`config.mk`:
```
export PLATFORM = sky130hd
export DESIGN_NAME = axi_read_arbiter_rr_flat
export DESIGN_NICKNAME = d
export VERILOG_FILES = /design/src/rtl/axi_read_arbiter_rr_if.sv /design/src/rtl/axi_read_arbiter_rr.sv /design/src/flat_wrapper.sv
export SDC_FILE = /design/constraint.sdc
export NUM_CORES = 1
export LEC_CHECK = 0
export CORE_MARGIN = 4
export CORE_UTILIZATION = 37
export CTS_CLUSTER_SIZE = 30
export DETAILED_ROUTE_END_ITERATION = 8
export GPL_TIMING_DRIVEN = 0
export MAX_ROUTING_LAYER = met4
export PLACE_DENSITY = 0.87
export SYNTH_ARGS = -nofsm -noshare
export SYNTH_HDL_FRONTEND = slang
export SYNTH_SLANG_ARGS = --single-unit
```
`constraint.sdc`:
```
create_clock -name clk -period 3.73 [get_ports clk]
set_clock_uncertainty 0.1 [all_clocks]
set_input_delay 0.746 -clock clk [delete_from_list [all_inputs] [get_ports clk]]
set_output_delay 0.746 -clock clk [all_outputs]
set_load 0.02 [all_outputs]
```
`src/rtl/axi_read_arbiter_rr_if.sv`:
```
// axi_read_arbiter_rr_if: cache-master request/data side plus the single AXI read channel
interface axi_read_arbiter_rr_if #(
  parameter int READ_MASTERS = 3,
  parameter int ADDR_WIDTH   = 26,
  parameter int DATA_WIDTH   = 32,
  parameter int ID_WIDTH     = 4
);
  logic [READ_MASTERS-1:0]            m_arvalid;
  logic [READ_MASTERS*ADDR_WIDTH-1:0] m_araddr;
  logic [READ_MASTERS*4-1:0]          m_arlen;
  logic [READ_MASTERS-1:0]            m_arready;
  logic [READ_MASTERS-1:0]            m_rvalid;
  logic [READ_MASTERS-1:0]            m_rlast;
  logic [DATA_WIDTH-1:0]              m_rdata;
  logic [READ_MASTERS-1:0]            m_rready;
  logic                               ARVALID;
  logic [ID_WIDTH-1:0]                ARID;
  logic [3:0]                         ARLEN;
  logic [ADDR_WIDTH-1:0]              ARADDR;
  logic                               ARREADY;
  logic                               RVALID;
  logic                               RLAST;
  logic [ID_WIDTH-1:0]                RID;
  logic [DATA_WIDTH-1:0]              RDATA;
  logic                               RREADY;
  // arbiter view: it is the AXI master towards memory and the slave towards the caches
  modport master (
    input  m_arvalid, m_araddr, m_arlen, m_rready, ARREADY, RVALID, RLAST, RID, RDATA,
    output m_arready, m_rvalid, m_rlast, m_rdata, ARVALID, ARID, ARLEN, ARADDR, RREADY
  );
  // environment view: cache masters plus the memory-side AXI slave
  modport slave (
    output m_arvalid, m_araddr, m_arlen, m_rready, ARREADY, RVALID, RLAST, RID, RDATA,
    input  m_arready, m_rvalid, m_rlast, m_rdata, ARVALID, ARID, ARLEN, ARADDR, RREADY
  );
endinterface

```
`src/rtl/axi_read_arbiter_rr.sv`:
```
// axi_read_arbiter_rr: N-master AXI read arbiter, round-robin or fixed priority, one burst in flight
module axi_read_arbiter_rr #(
  parameter int READ_MASTERS = 3,
  parameter int ADDR_WIDTH   = 26,
  parameter int DATA_WIDTH   = 32,
  parameter int ID_WIDTH     = 4,
  parameter int RR_MODE      = 1
) (
  input  logic                 clk,
  input  logic                 rst_n,
  axi_read_arbiter_rr_if.master bus,
  output logic                 busy,
  output logic                 proto_err
);
  localparam int IW = $clog2(READ_MASTERS);
  typedef enum logic [1:0] {IDLE, ADDR, DATA} state_t;
  state_t                r_state;
  logic [IW-1:0]         r_rr_ptr, r_grant_idx;
  logic [3:0]            r_beat_cnt, r_len;
  logic [ADDR_WIDTH-1:0] r_addr;
  logic                  r_arvalid, r_proto_err;
  logic [IW-1:0]         w_winner;
  logic                  w_req, w_rready, w_beat, w_bad;
  // first requester at or after ptr (round-robin) or lowest requester (fixed priority)
  function automatic logic [IW-1:0] pick(input logic [READ_MASTERS-1:0] req, input logic [IW-1:0] ptr);
    logic found;
    int   idx;
    pick  = '0;
    found = 1'b0;
    for (int k = 0; k < READ_MASTERS; k++) begin
      idx = (RR_MODE != 0) ? (int'(ptr) + k) % READ_MASTERS : k;
      if (!found && req[idx]) begin
        found = 1'b1;
        pick  = IW'(idx);
      end
    end
  endfunction
  assign w_req    = |bus.m_arvalid;
  assign w_winner = pick(bus.m_arvalid, r_rr_ptr);
  assign w_rready = r_state == DATA && bus.m_rready[r_grant_idx];
  assign w_beat   = w_rready && bus.RVALID;
  assign w_bad    = bus.RID != ID_WIDTH'(r_grant_idx) || bus.RLAST != (r_beat_cnt == r_len);
  // arbitration FSM: latch the winner in IDLE, hold the address until ARREADY, forward beats until RLAST
  always_ff @(posedge clk or negedge rst_n) begin
    if (!rst_n) begin
      r_state     <= IDLE;
      r_rr_ptr    <= '0;
      r_grant_idx <= '0;
      r_beat_cnt  <= '0;
      r_len       <= '0;
      r_addr      <= '0;
      r_arvalid   <= 1'b0;
      r_proto_err <= 1'b0;
    end else begin
      r_proto_err <= w_beat && w_bad;
      if (r_state == IDLE) begin
        if (w_req) begin
          r_state     <= ADDR;
          r_arvalid   <= 1'b1;
          r_grant_idx <= w_winner;
          r_addr      <= bus.m_araddr[w_winner*ADDR_WIDTH +: ADDR_WIDTH];
          r_len       <= bus.m_arlen[w_winner*4 +: 4];
        end
      end else if (r_state == ADDR) begin
        if (bus.ARREADY) begin
          r_state    <= DATA;
          r_arvalid  <= 1'b0;
          r_beat_cnt <= '0;
        end
      end else if (w_beat) begin
        r_beat_cnt <= r_beat_cnt + 4'd1;
        if (bus.RLAST) begin
          r_state  <= IDLE;
          r_rr_ptr <= (r_grant_idx == IW'(READ_MASTERS - 1)) ? '0 : r_grant_idx + 1'b1;
        end
      end
    end
  end
  assign bus.ARVALID   = r_arvalid;
  assign bus.ARID      = ID_WIDTH'(r_grant_idx);
  assign bus.ARLEN     = r_len;
  assign bus.ARADDR    = r_addr;
  assign bus.RREADY    = w_rready;
  assign bus.m_arready = {{(READ_MASTERS-1){1'b0}}, r_state == ADDR && bus.ARREADY} << r_grant_idx;
  assign bus.m_rvalid  = {{(READ_MASTERS-1){1'b0}}, r_state == DATA && bus.RVALID} << r_grant_idx;
  assign bus.m_rlast   = {{(READ_MASTERS-1){1'b0}}, r_state == DATA && bus.RLAST} << r_grant_idx;
  assign bus.m_rdata   = r_state == DATA ? bus.RDATA : '0;
  assign busy          = r_state != IDLE;
  assign proto_err     = r_proto_err;
endmodule

```
`src/flat_wrapper.sv`:
```
// flat-port wrapper written by rule: the top's interface ports become plain ports
module axi_read_arbiter_rr_flat 
#(
  parameter int READ_MASTERS = 3,
  parameter int ADDR_WIDTH   = 26,
  parameter int DATA_WIDTH   = 32,
  parameter int ID_WIDTH     = 4,
  parameter int RR_MODE      = 1
)
  (clk, rst_n, busy, proto_err, bus_m_arvalid, bus_m_araddr, bus_m_arlen, bus_m_rready, bus_ARREADY, bus_RVALID, bus_RLAST, bus_RID, bus_RDATA, bus_m_arready, bus_m_rvalid, bus_m_rlast, bus_m_rdata, bus_ARVALID, bus_ARID, bus_ARLEN, bus_ARADDR, bus_RREADY);
  axi_read_arbiter_rr_if #(.READ_MASTERS(READ_MASTERS), .ADDR_WIDTH(ADDR_WIDTH), .DATA_WIDTH(DATA_WIDTH), .ID_WIDTH(ID_WIDTH)) bus_i ();
  input  logic clk;
  input  logic rst_n;
  output logic busy;
  output logic proto_err;
  input wire logic [$bits(bus_i.m_arvalid)-1:0] bus_m_arvalid;
  input wire logic [$bits(bus_i.m_araddr)-1:0] bus_m_araddr;
  input wire logic [$bits(bus_i.m_arlen)-1:0] bus_m_arlen;
  input wire logic [$bits(bus_i.m_rready)-1:0] bus_m_rready;
  input wire logic [$bits(bus_i.ARREADY)-1:0] bus_ARREADY;
  input wire logic [$bits(bus_i.RVALID)-1:0] bus_RVALID;
  input wire logic [$bits(bus_i.RLAST)-1:0] bus_RLAST;
  input wire logic [$bits(bus_i.RID)-1:0] bus_RID;
  input wire logic [$bits(bus_i.RDATA)-1:0] bus_RDATA;
  output wire logic [$bits(bus_i.m_arready)-1:0] bus_m_arready;
  output wire logic [$bits(bus_i.m_rvalid)-1:0] bus_m_rvalid;
  output wire logic [$bits(bus_i.m_rlast)-1:0] bus_m_rlast;
  output wire logic [$bits(bus_i.m_rdata)-1:0] bus_m_rdata;
  output wire logic [$bits(bus_i.ARVALID)-1:0] bus_ARVALID;
  output wire logic [$bits(bus_i.ARID)-1:0] bus_ARID;
  output wire logic [$bits(bus_i.ARLEN)-1:0] bus_ARLEN;
  output wire logic [$bits(bus_i.ARADDR)-1:0] bus_ARADDR;
  output wire logic [$bits(bus_i.RREADY)-1:0] bus_RREADY;
  assign bus_i.m_arvalid = bus_m_arvalid;
  assign bus_i.m_araddr = bus_m_araddr;
  assign bus_i.m_arlen = bus_m_arlen;
  assign bus_i.m_rready = bus_m_rready;
  assign bus_i.ARREADY = bus_ARREADY;
  assign bus_i.RVALID = bus_RVALID;
  assign bus_i.RLAST = bus_RLAST;
  assign bus_i.RID = bus_RID;
  assign bus_i.RDATA = bus_RDATA;
  assign bus_m_arready = bus_i.m_arready;
  assign bus_m_rvalid = bus_i.m_rvalid;
  assign bus_m_rlast = bus_i.m_rlast;
  assign bus_m_rdata = bus_i.m_rdata;
  assign bus_ARVALID = bus_i.ARVALID;
  assign bus_ARID = bus_i.ARID;
  assign bus_ARLEN = bus_i.ARLEN;
  assign bus_ARADDR = bus_i.ARADDR;
  assign bus_RREADY = bus_i.RREADY;
  axi_read_arbiter_rr #(.READ_MASTERS(READ_MASTERS), .ADDR_WIDTH(ADDR_WIDTH), .DATA_WIDTH(DATA_WIDTH), .ID_WIDTH(ID_WIDTH), .RR_MODE(RR_MODE)) u_core (.clk(clk), .rst_n(rst_n), .bus(bus_i), .busy(busy), .proto_err(proto_err));
endmodule
```
==> results.txt, run 1 <==
----------------------------------------------------
[Status]
  Result of the run ... completed

[STA]
  Final WS setup ... 0.503 ns
  Setup TNS ... 0 ns
  Slew @ Worst Pin ... between 0.5 and 0.6 ns
  Shortest period the worst path allows ... approximately 3.2 ns
  Post-Route Hold Slack ... around 0.16 ns
  Slew headroom ... between 60% and 70%
  Final Setup Violations ... 0
  RSZ-0062 raised after global routing ... false
  Peak Freq ... 310 MHz
  Fraction of the cycle the final worst path needs ... between 80% and 90%
  Number of endpoints with negative hold slack in the final report ... 0
  Number of slew-limit violations in the final report ... 0

[Detailed routing]
  DRT Pass-1 Iters ... 4
  Remaining number of nets flagged by the antenna check after routing ... 0
  Number of design rule violations left after detail routing ... 0
  Count of vias placed by the detailed router ... 3150
  Routed length per instance ... between 15 and 20 um
  DR vias/cell ... 4.88
  1st-iter DRT viols ... between 100 and 150
  Total wire length ... ~10000 um

[Final layout]
  Area of all sequential standard cells ... between 0.001 and 0.0015 mm^2
  Final nets ... 689
  Number of inserted filler cells in the final layout ... between 500 and 600
  Antenna diode count ... 0
  Layout-stage area growth over the synthesis result ... 82.6%
  Area of the multi-input gates ... approximately 0.0015 mm^2
  Non-Filler Instances ... around 650
  Fraction of layout instances using a drive strength above 1 ... just over 4%

[Worst setup path]
  Worst reg2reg path depth ... 9
  Origin of the critical flop-to-flop path ... u_core.r_rr_ptr[1]$_DFFE_PN0P_
  Most used cell along the critical path ... clkdlybuf4s50_1
  Data arrival time at the worst-slack endpoint ... 2.38 ns
  Required time of the worst setup path ... 2.88 ns
  Critical Path Max Stage Delay ... 0.65 ns
  Launch point of the critical path ... bus_m_rready[0]
  Category of the worst setup path capture point ... output port
  Cell with the largest stage delay on the worst path ... clkdlybuf4s50_1
  Maximum fanout along the worst path ... 5
  Sequence of cells on the critical path ... clkdlybuf4s50_1 > mux2i_1 > o22a_1 > nor3b_1 > clkdlybuf4s50_1
  Crit Path Class ... in2out
  Type of element launching the critical path ... primary input

[Pwr]
  Total power per unit cell area ... 716 mW/mm^2
  Sw Pwr ... 1.64 mW
  Worst voltage drop across the vdd grid ... approximately 380 uV
  Flop pwr share ... a little over a fifth
  Clock network fraction of total power ... under 10%
  Fraction of power spent switching nets ... 44.0%
  Overall power consumption ... between 3 and 4 mW
  Internal power summed over all cells ... roughly 2.1 mW
  Static Leak ... roughly 2.3 nW
  Combinational Power Share ... roughly 70%

[Floorplanning]
  Starting utilization of the core area ... 38.7%
  Ports placed on the boundary ... between 200 and 250
  Number of rows in the core area ... 31
  Chip height ... 95.8 um
  CORE AREA ... roughly 0.0074 mm^2
  Overall die width ... between 90 and 100 um
  Die area ... ~0.0092 mm^2

[Logic synthesis]
  Number of distinct library cells after synthesis ... between 40 and 50
  Gate count after technology mapping ... about 330
  Cell Area, Synth ... between 0.002 and 0.003 mm^2
  Number of enable-type register cells in the synthesized netlist ... 0
  Async set or reset register ratio after synthesis ... 100%
  Share of the yosys chip area belonging to registers ... 36.8%
  Count of state elements after synthesis ... 42
  Warning count from the yosys run ... 0
  Post-Synthesis Mean Instance Area ... ~8.8 um^2
  Commonest register cell after synthesis ... dfrtp_1

[Clock tree]
  TritonCTS Buffers ... 5
  Clock H-tree levels ... 2
  Number of sinks handled by clock tree synthesis ... 42
  CTS resizes ... 0
  CTS Buffer Depth ... 2
  Clk_lat worst skew ... 0.29 ns
  Clk Tree Root Cell ... clkbuf_8
  Number of buffers added for setup after CTS ... 0
  Hold buffer count at CTS ... 0
  Clock tree from TritonCTS ... done
  Clock transition at the registers of the reported paths ... about 0.07 ns

[GRT]
  Largest net degree at the start of global routing ... 40
  Gr usage total ... between 20 and 25%
  Antenna violations before repair ... 0
  Via count of the first global-routing pass ... between 3k and 4k
  Total gr overflow ... 0
  First-pass GRT wire length ... ~16000 um

[Placement]
  Number of placed cells counting well taps ... 639
  Weighted congestion at the end of routability-driven global placement ... 0.867
  Worst setup slack before clock tree synthesis ... around 0.49 ns
  IO Port Bufs ... about 210
  Post-DP HPWL ... roughly 8500 um

[Worst hold path]
  Kind of path behind the tightest hold check ... in2async

[Run]
  Number of max-cap violations ... 0

----------------------------------------------------
## layout make-up
class / count / area share, %
buffer: 24 / 2.55
timing repair buffer: 214 / 41.2
clock buffer: 6 / 1.58
multi-input combinational: 223 / 29.5
inverter: 37 / 2.67
sequential: 42 / 20.2
tap: 99 / 2.38
## layout by cell type (no fill, tap or decap), types with 5 or more instances in the layout
| cell | count |
|---|---|
| nor2_1 | 15 |
| nor3_1 | 7 |
| clkbuf_8 | 6 |
| mux2i_1 | 35 |
| and2_1 | 32 |
| dfrtp_1 | 42 |
| inv_1 | 37 |
| o221ai_1 | 30 |
| xor2_1 | 6 |
| o21ai_0 | 6 |
| ha_1 | 5 |
| buf_2 | 5 |
| nand2_1 | 43 |
| clkdlybuf4s50_1 | 212 |
| clkbuf_1 | 14 |
## sequential cells by signal, indices dropped and copies added, names as in the netlist
signal              count
u_core.r_state          2
u_core.r_rr_ptr         2
u_core.r_beat_cnt       4
u_core.bus.ARVALID      1
u_core.bus.ARLEN        4
u_core.r_grant_idx      2
u_core.proto_err        1
u_core.bus.ARADDR      26
## critical path, delay by kind of cell
| kind | cells | cell delay [ns] |
|---|---|---|
| compound gates | 1 | 0.26 |
| mux | 1 | 0.06 |
| buf+inv | 2 | 1.11 |
| simple gates | 1 | 0.21 |
## final timing paths
kind / endpoint / slack [ns]
setup reg to reg: u_core.bus.ARADDR[19]$_DFFE_PN0P_ / 1.08
hold reg to reg: u_core.bus.ARVALID$_DFFE_PN0P_ / 0.39
max in group asynchronous: u_core.bus.ARADDR[7]$_DFFE_PN0P_ / 2.95
hold / removal: u_core.bus.ARADDR[10]$_DFFE_PN0P_ / 0.16
min in group clk: u_core.bus.ARVALID$_DFFE_PN0P_ / 0.39
setup / recovery: bus_RREADY / 0.50
## logic make-up (layout without fill, tap and decap cells)
family | Yosys count | after routing | synth area share [%]
AOI/OAI and AO/OA | 51 | 51 | 14.5
adders and majority gates | 5 | 5 | 2.19
and+or+nand+nor | 120 | 120 | 21.4
buffers and inverters | 61 | 281 | 9.51
muxes | 36 | 36 | 12.7
DFF | 42 | 42 | 36.8
xor gates and xnor gates | 9 | 9 | 2.76
other | 1 | 2 | 0.131
## power groups by stage
stage	combinational [mW]	clock (mW)	sequential (mW)
2_1_floorplan	1.37	0	1.01
3_3_place_gp	2.57	0	0.817
3_5_place_dp	2.62	0	0.824
4_1_cts	2.64	0.305	0.821
5_1_grt	2.82	0.330	0.845
6_report	2.61	0.301	0.818
## metal layers
metal  part of all wire [%]  vias up  track usage (%)
met2                     54      113             39.3
met1                     39     1485             26.8
met5                      0        -                -
met4                    1.1        0             5.69
li1                       -     1543                -
met3                    5.9        9             3.83
## synthesized netlist by cell type (2+ instances only)
master	number	area share (%)
nand2_1	43	5.7
dfrtp_1	42	37
inv_1	37	4.9
mux2i_1	35	12
and2_1	32	7.0
o221ai_1	30	9.2
nor2_1	15	2.0
clkbuf_1	14	1.8
nor3_1	7	1.2
o21ai_0	6	1.1
xor2_1	6	1.8
ha_1	5	2.2
buf_2	4	0.70
buf_6	4	1.6
nand2b_1	4	0.88
nor2b_1	4	0.88
nand3_1	3	0.53
nor3b_1	3	0.79
xnor2_1	3	0.92
a21o_1	2	0.53
a21oi_1	2	0.35
buf_4	2	0.53
nand3b_1	2	0.53
nor4_1	2	0.44
or2_2	2	0.44
## stage by stage
step	util (%)	cell area (um^2)
CTS	70.7	5210
global route	70.7	5210
finish	70.7	5210
detailed placement	69.6	5130
floorplan	-	2860
global placement	69.4	5110
Note: power is estimated with default switching activity, not from simulation.
==> run 2, diff against run 1 <==
--- a/config.mk
+++ b/config.mk
@@ -10,6 +10,7 @@
 export CTS_CLUSTER_SIZE = 30
 export DETAILED_ROUTE_END_ITERATION = 8
 export GPL_TIMING_DRIVEN = 0
+export HOLD_SLACK_MARGIN = 0.06
 export MAX_ROUTING_LAYER = met4
 export PLACE_DENSITY = 0.87
 export SYNTH_ARGS = -nofsm -noshare
==> results of run 2 <==
No change in the layout: final DEF, timing and power equal those of run 1.
==> run 3, diff against run 2 <==
--- a/config.mk
+++ b/config.mk
@@ -7,7 +7,7 @@
 export LEC_CHECK = 0
 export CORE_MARGIN = 4
 export CORE_UTILIZATION = 37
-export CTS_CLUSTER_SIZE = 30
+export CTS_CLUSTER_SIZE = 20
 export DETAILED_ROUTE_END_ITERATION = 8
 export GPL_TIMING_DRIVEN = 0
 export HOLD_SLACK_MARGIN = 0.06
==> results of run 3 <==
No change in the layout: final DEF, timing and power equal those of run 1.
